### src/rtl/rr_arb_mux_if.sv
// Handshake bundle between N upstream channels and one registered downstream slot.
interface rr_arb_mux_if #(
    parameter int BitWidth = 8,
    parameter int N        = 8
);
    localparam int SelWidth = $clog2(N);

    logic [BitWidth-1:0] d_i [N-1:0];
    logic [N-1:0]        valid_i;
    logic [N-1:0]        ready_o;
    logic [BitWidth-1:0] d_o;
    logic                valid_o;
    logic                ready_i;
    logic [SelWidth-1:0] sel_o;

    modport slave (
        input  d_i, valid_i, ready_i,
        output ready_o, d_o, valid_o, sel_o
    );

    modport master (
        output d_i, valid_i, ready_i,
        input  ready_o, d_o, valid_o, sel_o
    );
endinterface

### src/rtl/rr_arb_mux.sv
// N-to-1 arbitrating mux with a single registered output slot.
// Round-robin (rotating pointer) or fixed lowest-index priority.
module rr_arb_mux #(
    parameter int BitWidth   = 8,
    parameter int N          = 8,
    parameter int RoundRobin = 1
) (
    input  logic         clk_i,
    input  logic         rst_ni,
    rr_arb_mux_if.slave  bus
);
    localparam int SelWidth = $clog2(N);

    logic [SelWidth-1:0] ptr;
    logic [SelWidth-1:0] grant;
    logic                any_valid;
    logic                load_en;
    logic                accept;

    logic [BitWidth-1:0] d_q;
    logic [SelWidth-1:0] sel_q;
    logic                valid_q;

    // Search from ptr, wrapping mod N; with ptr held at 0 this is fixed priority.
    always_comb begin
        int  idx;
        logic found;
        grant = '0;
        found = 1'b0;
        idx   = 0;
        for (int i = 0; i < N; i++) begin
            idx = int'(ptr) + i;
            if (idx >= N) idx = idx - N;
            if (!found && bus.valid_i[idx]) begin
                grant = SelWidth'(idx);
                found = 1'b1;
            end
        end
    end

    assign any_valid = |bus.valid_i;
    assign load_en   = !valid_q || bus.ready_i;
    // Gating with rst_ni keeps ready_o low for the whole reset, not just after an edge.
    assign accept    = rst_ni && load_en && any_valid;

    assign bus.ready_o = accept ? (N'(1) << grant) : '0;
    assign bus.d_o     = d_q;
    assign bus.sel_o   = sel_q;
    assign bus.valid_o = valid_q;

    always_ff @(posedge clk_i or negedge rst_ni) begin
        if (!rst_ni) begin
            d_q     <= '0;
            sel_q   <= '0;
            valid_q <= 1'b0;
        end else if (accept) begin
            d_q     <= bus.d_i[grant];
            sel_q   <= grant;
            valid_q <= 1'b1;
        end else if (load_en) begin
            valid_q <= 1'b0;
        end
    end

    generate
        if (RoundRobin != 0) begin : g_rr
            always_ff @(posedge clk_i or negedge rst_ni) begin
                if (!rst_ni) begin
                    ptr <= '0;
                end else if (accept) begin
                    ptr <= (grant == SelWidth'(N - 1)) ? '0 : grant + 1'b1;
                end
            end
        end else begin : g_fixed
            assign ptr = '0;
        end
    endgenerate
endmodule

### src/flat_wrapper.sv
// flat-port wrapper written by rule: the top's interface ports become plain ports
module rr_arb_mux_flat 
#(
    parameter int BitWidth   = 8,
    parameter int N          = 8,
    parameter int RoundRobin = 1
)
  (clk_i, rst_ni, bus_d_i, bus_valid_i, bus_ready_i, bus_ready_o, bus_d_o, bus_valid_o, bus_sel_o);
  rr_arb_mux_if #(.BitWidth(BitWidth), .N(N)) bus_i ();
  input  logic clk_i;
  input  logic rst_ni;
  input wire logic [$bits(bus_i.d_i)-1:0] bus_d_i;
  input wire logic [$bits(bus_i.valid_i)-1:0] bus_valid_i;
  input wire logic [$bits(bus_i.ready_i)-1:0] bus_ready_i;
  output wire logic [$bits(bus_i.ready_o)-1:0] bus_ready_o;
  output wire logic [$bits(bus_i.d_o)-1:0] bus_d_o;
  output wire logic [$bits(bus_i.valid_o)-1:0] bus_valid_o;
  output wire logic [$bits(bus_i.sel_o)-1:0] bus_sel_o;
  assign bus_i.d_i = {>>{bus_d_i}};
  assign bus_i.valid_i = bus_valid_i;
  assign bus_i.ready_i = bus_ready_i;
  assign bus_ready_o = bus_i.ready_o;
  assign bus_d_o = bus_i.d_o;
  assign bus_valid_o = bus_i.valid_o;
  assign bus_sel_o = bus_i.sel_o;
  rr_arb_mux #(.BitWidth(BitWidth), .N(N), .RoundRobin(RoundRobin)) u_core (.clk_i(clk_i), .rst_ni(rst_ni), .bus(bus_i));
endmodule
### config.mk
export PLATFORM = sky130hd
export DESIGN_NAME = rr_arb_mux_flat
export DESIGN_NICKNAME = d
export VERILOG_FILES = /design/src/rtl/rr_arb_mux_if.sv /design/src/rtl/rr_arb_mux.sv /design/src/flat_wrapper.sv
export SDC_FILE = /design/constraint.sdc
export NUM_CORES = 1
export LEC_CHECK = 0
export CAP_MARGIN = 20
export CORE_MARGIN = 2
export CORE_UTILIZATION = 32
export CTS_CLUSTER_SIZE = 14
export DETAILED_ROUTE_END_ITERATION = 10
export PLACE_DENSITY = 0.62
export SLEW_MARGIN = 10
export SYNTH_ARGS = -nofsm -noshare
export SYNTH_HDL_FRONTEND = slang
export SYNTH_SLANG_ARGS = --single-unit
### constraint.sdc
create_clock -name clk_i -period 4.85 [get_ports clk_i]
set_clock_uncertainty 0.2 [all_clocks]
set_input_delay 1.2125 -clock clk_i [delete_from_list [all_inputs] [get_ports clk_i]]
set_output_delay 1.2125 -clock clk_i [all_outputs]
set_load 0.005 [all_outputs]
Word-level counts from Yosys, hierarchy flattened --
Index checks and enable logic that the tools add are counted. Widths: inputs -> output; s select.
Cells by class: add/sub/neg operators 16, order comparisons 17, equal/unequal tests 1, shift-type cells 1, muxes and demuxes 53, reductions and logical operators 20
Operators with widths (count):
- $lt 32x5->1 const B | 8
- $mux 32 | 8
- $ge 32x5->1 const B | 7
- $sub 32x5->32 const B | 7
- $mux 3 | 9
- $mux 1 | 25
- $bmux 1 s3 | 8
- $bmux 8 s3 | 1
- $add 3x3->4 const B | 4
- $mux 8 | 2
- $logic_and 1x1->1 | 9
- $add 3x2->4 const B | 2
- $logic_not 1->1 | 8
- $reduce_or 8->1 | 1
- $shl 1x3->8 const A | 1
- $sub 3x4->5 const B | 1
- $add 3x1->4 const B | 1
- $ge 3x4->1 const B | 1
- $lt 3x4->1 const B | 1
- $add 3x1->3 const B | 1
- $eq 3x3->1 const B | 1
- $reduce_bool 2->1 | 1
- $logic_or 1x1->1 | 1
Word-level totals: bits in registers 15, input port bits 75, output and inout bits 20, logic and storage cells 112

Depth between registers and ports, before layout --
depth in word-level cells 29, mapped depth 16, gate-level depth less buffers 11

Worst setup path after synthesis --
No wires, ideal clock.
kind register to output, from register u_core.ptr[1], to output bus_ready_o[6], arrival time 3.977 ns, data required time 3.438 ns, setup slack -0.540 ns, stages on the path, launching flop included 15, buffers on the path 4, cell sequence dfrtp_1 buf_2 clkbuf_1 inv_1 ha_1 buf_2 mux4_2 mux2_4 or3b_1 a22oi_2 o32ai_1 o41ai_4 buf_4 inv_2 nor4_1
Between the ends: word-level cells in the longest chain between the ends 29, elaborated cells on any way between the ends 86, classes of those cells add/sub: 15; order compare: 8; shift: 1; mux: 48; reduce/logical: 14
Ends and longest elaborated chain:
- start, declared | RTL line rr_arb_mux.sv:14 | logic [SelWidth-1:0] ptr;
- start signal, assigned | RTL line rr_arb_mux.sv:71 | ptr <= (grant == SelWidth'(N - 1)) ? '0 : grant + 1'b1;
- parallel branches: the longest is 26 deep, another holds $sub 32x5->32
- $mux 3 * | RTL line rr_arb_mux.sv:34 | if (!found && bus.valid_i[idx]) begin
- $shl 1x3->8 * | RTL line rr_arb_mux.sv:46 | assign bus.ready_o = accept ? (N'(1) << grant) : '0;
- $mux 8 * | RTL line rr_arb_mux.sv:46
- end, declared | RTL line flat_wrapper.sv:15 | output wire logic [$bits(bus_i.ready_o)-1:0] bus_ready_o;
Mark *: on every way between the ends. The select of a mux whose other input is x is not followed.

Worst setup path after layout --
from input bus_valid_i[0], to output bus_ready_o[4]
Between the ends: word-level cells in the longest chain between the ends 27, elaborated cells on any way between the ends 57, classes of those cells shift: 1; mux: 40; reduce/logical: 16
Ends and longest elaborated chain:
- start, declared | RTL line flat_wrapper.sv:13 | input wire logic [$bits(bus_i.valid_i)-1:0] bus_valid_i;
- $bmux 1 s3 | RTL line rr_arb_mux.sv:34
- $mux 1 (not written as such) (2 in a row) | RTL line rr_arb_mux.sv:34
- $mux 1 | RTL line rr_arb_mux.sv:34
- $logic_not 1->1 | RTL line rr_arb_mux.sv:34
- $logic_and 1x1->1 | RTL line rr_arb_mux.sv:34
- $mux 1 | RTL line rr_arb_mux.sv:34
- $logic_not 1->1 | RTL line rr_arb_mux.sv:34
- $logic_and 1x1->1 | RTL line rr_arb_mux.sv:34
- [10 not listed]
- $logic_not 1->1 | RTL line rr_arb_mux.sv:34
- $logic_and 1x1->1 | RTL line rr_arb_mux.sv:34
- $mux 1 | RTL line rr_arb_mux.sv:34
- $logic_not 1->1 | RTL line rr_arb_mux.sv:34
- $logic_and 1x1->1 | RTL line rr_arb_mux.sv:34
- $mux 3 | RTL line rr_arb_mux.sv:34
- $shl 1x3->8 | RTL line rr_arb_mux.sv:46
- $mux 8 * | RTL line rr_arb_mux.sv:46
Every way passes the cells marked *; elsewhere a longest branch is shown, timed or not. The select of a mux whose other input is x is not followed.

==> run_results.csv <==
group,metric,value,unit
drt,wl_met1,3870,um
timing,period_needed,5.11,ns
worst_setup_path,crit_start,"bus_valid_i[0]",
worst_setup_path,critPathArrivalTime,3.70,ns
yosys,synth_top_family_by_area,"multiplexers",
clock_tree,numCtsBuffers,3,
yosys,synth_edf_count,0,
power_and_ir_drop,internal_power,1880,uW
clock_tree,worst_skew_pair.late_latency,0.25,ns
yosys,synthCells,271,
global_route,antenna_found_initial,1,
timing,worst_slack,-0.259,ns
cells_and_area,drive_gt1_share,38.0,%
yosys,ys_seq_elements,15,
clock_tree,cts_tree,"done",
yosys,ys_seq_area_share,15.5,%
global_route,grt_pass1_wl,14500,um
yosys,synth-compound-area-share,24.5,%
power_and_ir_drop,p_leak,0.00176,uW
yosys,synth-adder-area-share,1.03,%
yosys,syn_nets,348,
yosys,synth_xor_area_share,2.12,%
flow_run,drv_cap,0,
yosys,yosys_warnings,0,
floorplan,rows,31,
power_and_ir_drop,p_per_area,848,nW/um2
yosys,synth-simple-area-share,12.6,%
timing,setup_tns,-1.37,ns
timing,setup_viol,8,
drt,first_pass_iters,4,
timing,report.final.hold_viol_count,0,
drt,drtIter0Drc,175,
timing,fin_crit_sh,105,%
cells_and_area,postLayoutCoreUtil,57.3,%
timing,worst_pin_slew,0.456,ns
clock_tree,cts_num_sinks,15,
run_status,status,"finished, violations left",
yosys,syn_area,2420,um2
drt,wirelength,8820,um
drt,met3_length,440,um
clock_tree,cts_htree_levels,1,
clock_tree,cts-root-buf,"clkbuf_8",
drt,via_per_inst,5.28,
clock_tree,clockBufferDepth,2,
worst_setup_path,cp.required,3.44,ns
power_and_ir_drop,seq_power_share,6.6,%
hold_path,hp-start,"u_core.bus.sel_o[2]",
yosys,synth_area_per_cell,8.92,um2
power_and_ir_drop,switchingPower,1660,uW
power_and_ir_drop,power_frac_comb,90.4,%
yosys,ys.flop_type,"dfrtp_1",
worst_setup_path,critPathMaxFanout,6,
floorplan,die_area,8270,um2
power_and_ir_drop,p_clk_share,3.0,%
cells_and_area,final_net_count,496,
worst_setup_path,worstSetupStartpointType,"input port",
timing,timing.fmax,196,MHz
global_route,gr-total-overflow,0,
worst_setup_path,r2r_start,"u_core.ptr[0]",
timing,timing.slew.headroom,69.6,%
drt,wl_per_cell,17.0,um
power_and_ir_drop,ir_drop,842,uV
clock_tree,path_clk_slew,0.06,ns
cells_and_area,area_growth,72.6,%
clock_tree,ctsHoldBuffers,0,
global_route,grt_pass1_vias,2877,
placed_design,hpwl,7050,um
timing,rsz0062_at_grt,"true",
drt,drc,0,
floorplan,core_area,7290,um2
yosys,muxShareOfSynthArea,35.8,%
floorplan,fp.dieW,90.9,um
yosys,yosysUniqueCellTypes,56,
hold_path,hold_path.class,"flip-flop to flip-flop",
yosys,async_reset_ff_share,100,%
power_and_ir_drop,switching_share,46.9,%
drt,ant_nets,0,
drt,routed.top_layer,"met4",
global_route,grt_max_degree,25,
floorplan,die_y,90.9,um
floorplan,io_pins,95,
drt,num_vias,2737,
global_route,grtUsageTotal,21.3,%
floorplan,start_util,33.2,%
worst_setup_path,end_kind,"output port",
timing,slew_viol_final,0,
worst_setup_path,path_class,"input port to output port",
placed_design,numPortBuffers,94,
run_status,failed_checks,"negative setup slack",
placed_design,gp_congestion,0.884,
drt,wl_met2,4390,um
## power by group through the flow
stage          Combinational, uW  Clock, uW  Sequential [uW]
5_1_grt                     3480        115              242
3_5_place_dp                2830          0              235
3_3_place_gp                2810          0              233
2_1_floorplan               1960          0              226
4_1_cts                     3060        108              234
6_report                    3200        105              235
## critical path, stage by stage
cell,delay (ns)
buf_6,0.11
buf_4,0.14
mux4_2,0.51
a221oi_2,0.29
nor2_1,0.08
a221o_1,0.26
and3_1,0.16
o22a_4,0.25
buf_6,0.13
buf_4,0.13
nor4_4,0.27
buf_2,0.15
## metrics by stage
stage	std cells	power [uW]	instance area, um2	hold slack, ns	setup slack (ns)
2_1_floorplan	271	2190	2510	0.273	-0.0128
3_3_place_gp	502	3050	3870	0.269	-1.21
3_5_place_dp	502	3060	3870	0.282	-1.17
4_1_cts	515	3400	4050	0.307	-0.242
5_1_grt	518	3840	4180	0.342	-0.340
6_report	518	3540	4180	0.304	-0.259
## registers in the layout, summed over array words and instances (netlist names)
name and cells:
u_core.bus.d_o 8, u_core.bus.sel_o 3, u_core.ptr 3, u_core.bus.valid_o 1
## cells by family after synthesis
kind of cell | after synthesis
compound gates | 77
simple gates | 67
mux | 61
buf+inv | 44
flops | 15
xor+xnor | 5
fa+ha+maj | 2
## final cells by class
cell class              instances  area [um2]
well taps                      99         124
diodes                          1        2.50
repair buffers                171        1520
inverters                      16        62.6
multi-input cells             212        2040
fillers                       667        3120
clock inverters                 1        5.00
flip-flops and latches         15         375
clock buffers                   3        41.3
## synthesized netlist by cell type, types with 2 or more instances
library cell / number / area share [%]
buf_4: 2 / 0.62
xnor2_1: 3 / 1.1
o22a_1: 2 / 0.72
a221oi_1: 3 / 1.1
a221o_1: 2 / 0.83
ha_1: 2 / 1.0
nor3_1: 2 / 0.41
mux2_2: 10 / 4.7
nand3_1: 4 / 0.83
nand2b_1: 4 / 1.0
buf_2: 8 / 1.7
a22oi_1: 3 / 0.93
nand2_1: 32 / 5.0
mux2i_1: 31 / 13
inv_1: 14 / 2.2
buf_6: 3 / 1.4
o22ai_1: 2 / 0.52
o21ai_0: 16 / 3.3
a31o_1: 8 / 2.9
nor4_1: 5 / 1.3
o221ai_1: 9 / 3.3
dfrtp_1: 15 / 16
clkbuf_1: 15 / 2.3
a211oi_1: 2 / 0.62
inv_2: 2 / 0.31
a21oi_1: 12 / 2.5
mux4_2: 19 / 18
nor2_1: 13 / 2.0
## layer usage
layer | up-vias | global-route usage, %
met5 | - | 0
met4 | 0 | 4.17
met3 | 8 | 3.90
met2 | 74 | 36.7
met1 | 1312 | 28.1
li1 | 1343 | -
## placed cells by master (no fill, tap or decap), drive strengths merged, types with 9 or more instances in the layout
master / netlist / final
a21oi: 12 / 12
a31o: 9 / 9
buf: 13 / 93
clkdlybuf4s50: 0 / 78
dfrtp: 15 / 15
inv: 16 / 16
mux2: 11 / 11
mux2i: 31 / 31
mux4: 19 / 19
nand2: 32 / 32
nor2: 14 / 14
o21ai: 16 / 16
o221ai: 9 / 9
## worst paths after layout
kind	endpoint	cells past startpoint	slack, ns
setup / recovery	bus_ready_o[4]	12	-0.26
hold / removal	u_core.bus.sel_o[2]	1	0.30
setup reg to reg	u_core.bus.d_o[6]	15	0.65
hold reg to reg	u_core.bus.sel_o[2]	1	0.30
max in group asynchronous	u_core.bus.d_o[2]	2	3.15
min in group asynchronous	u_core.bus.d_o[1]	2	1.11
## repair_timing
| item | in CTS | in global routing |
|---|---|---|
| setup endpoints to repair | 14 | 8 |
| gates resized for setup | 100 | 26 |
| pin swaps | 17 | 15 |
| setup buffers | 9 | 5 |
No activity file was read; power rests on OpenSTA's default activity.
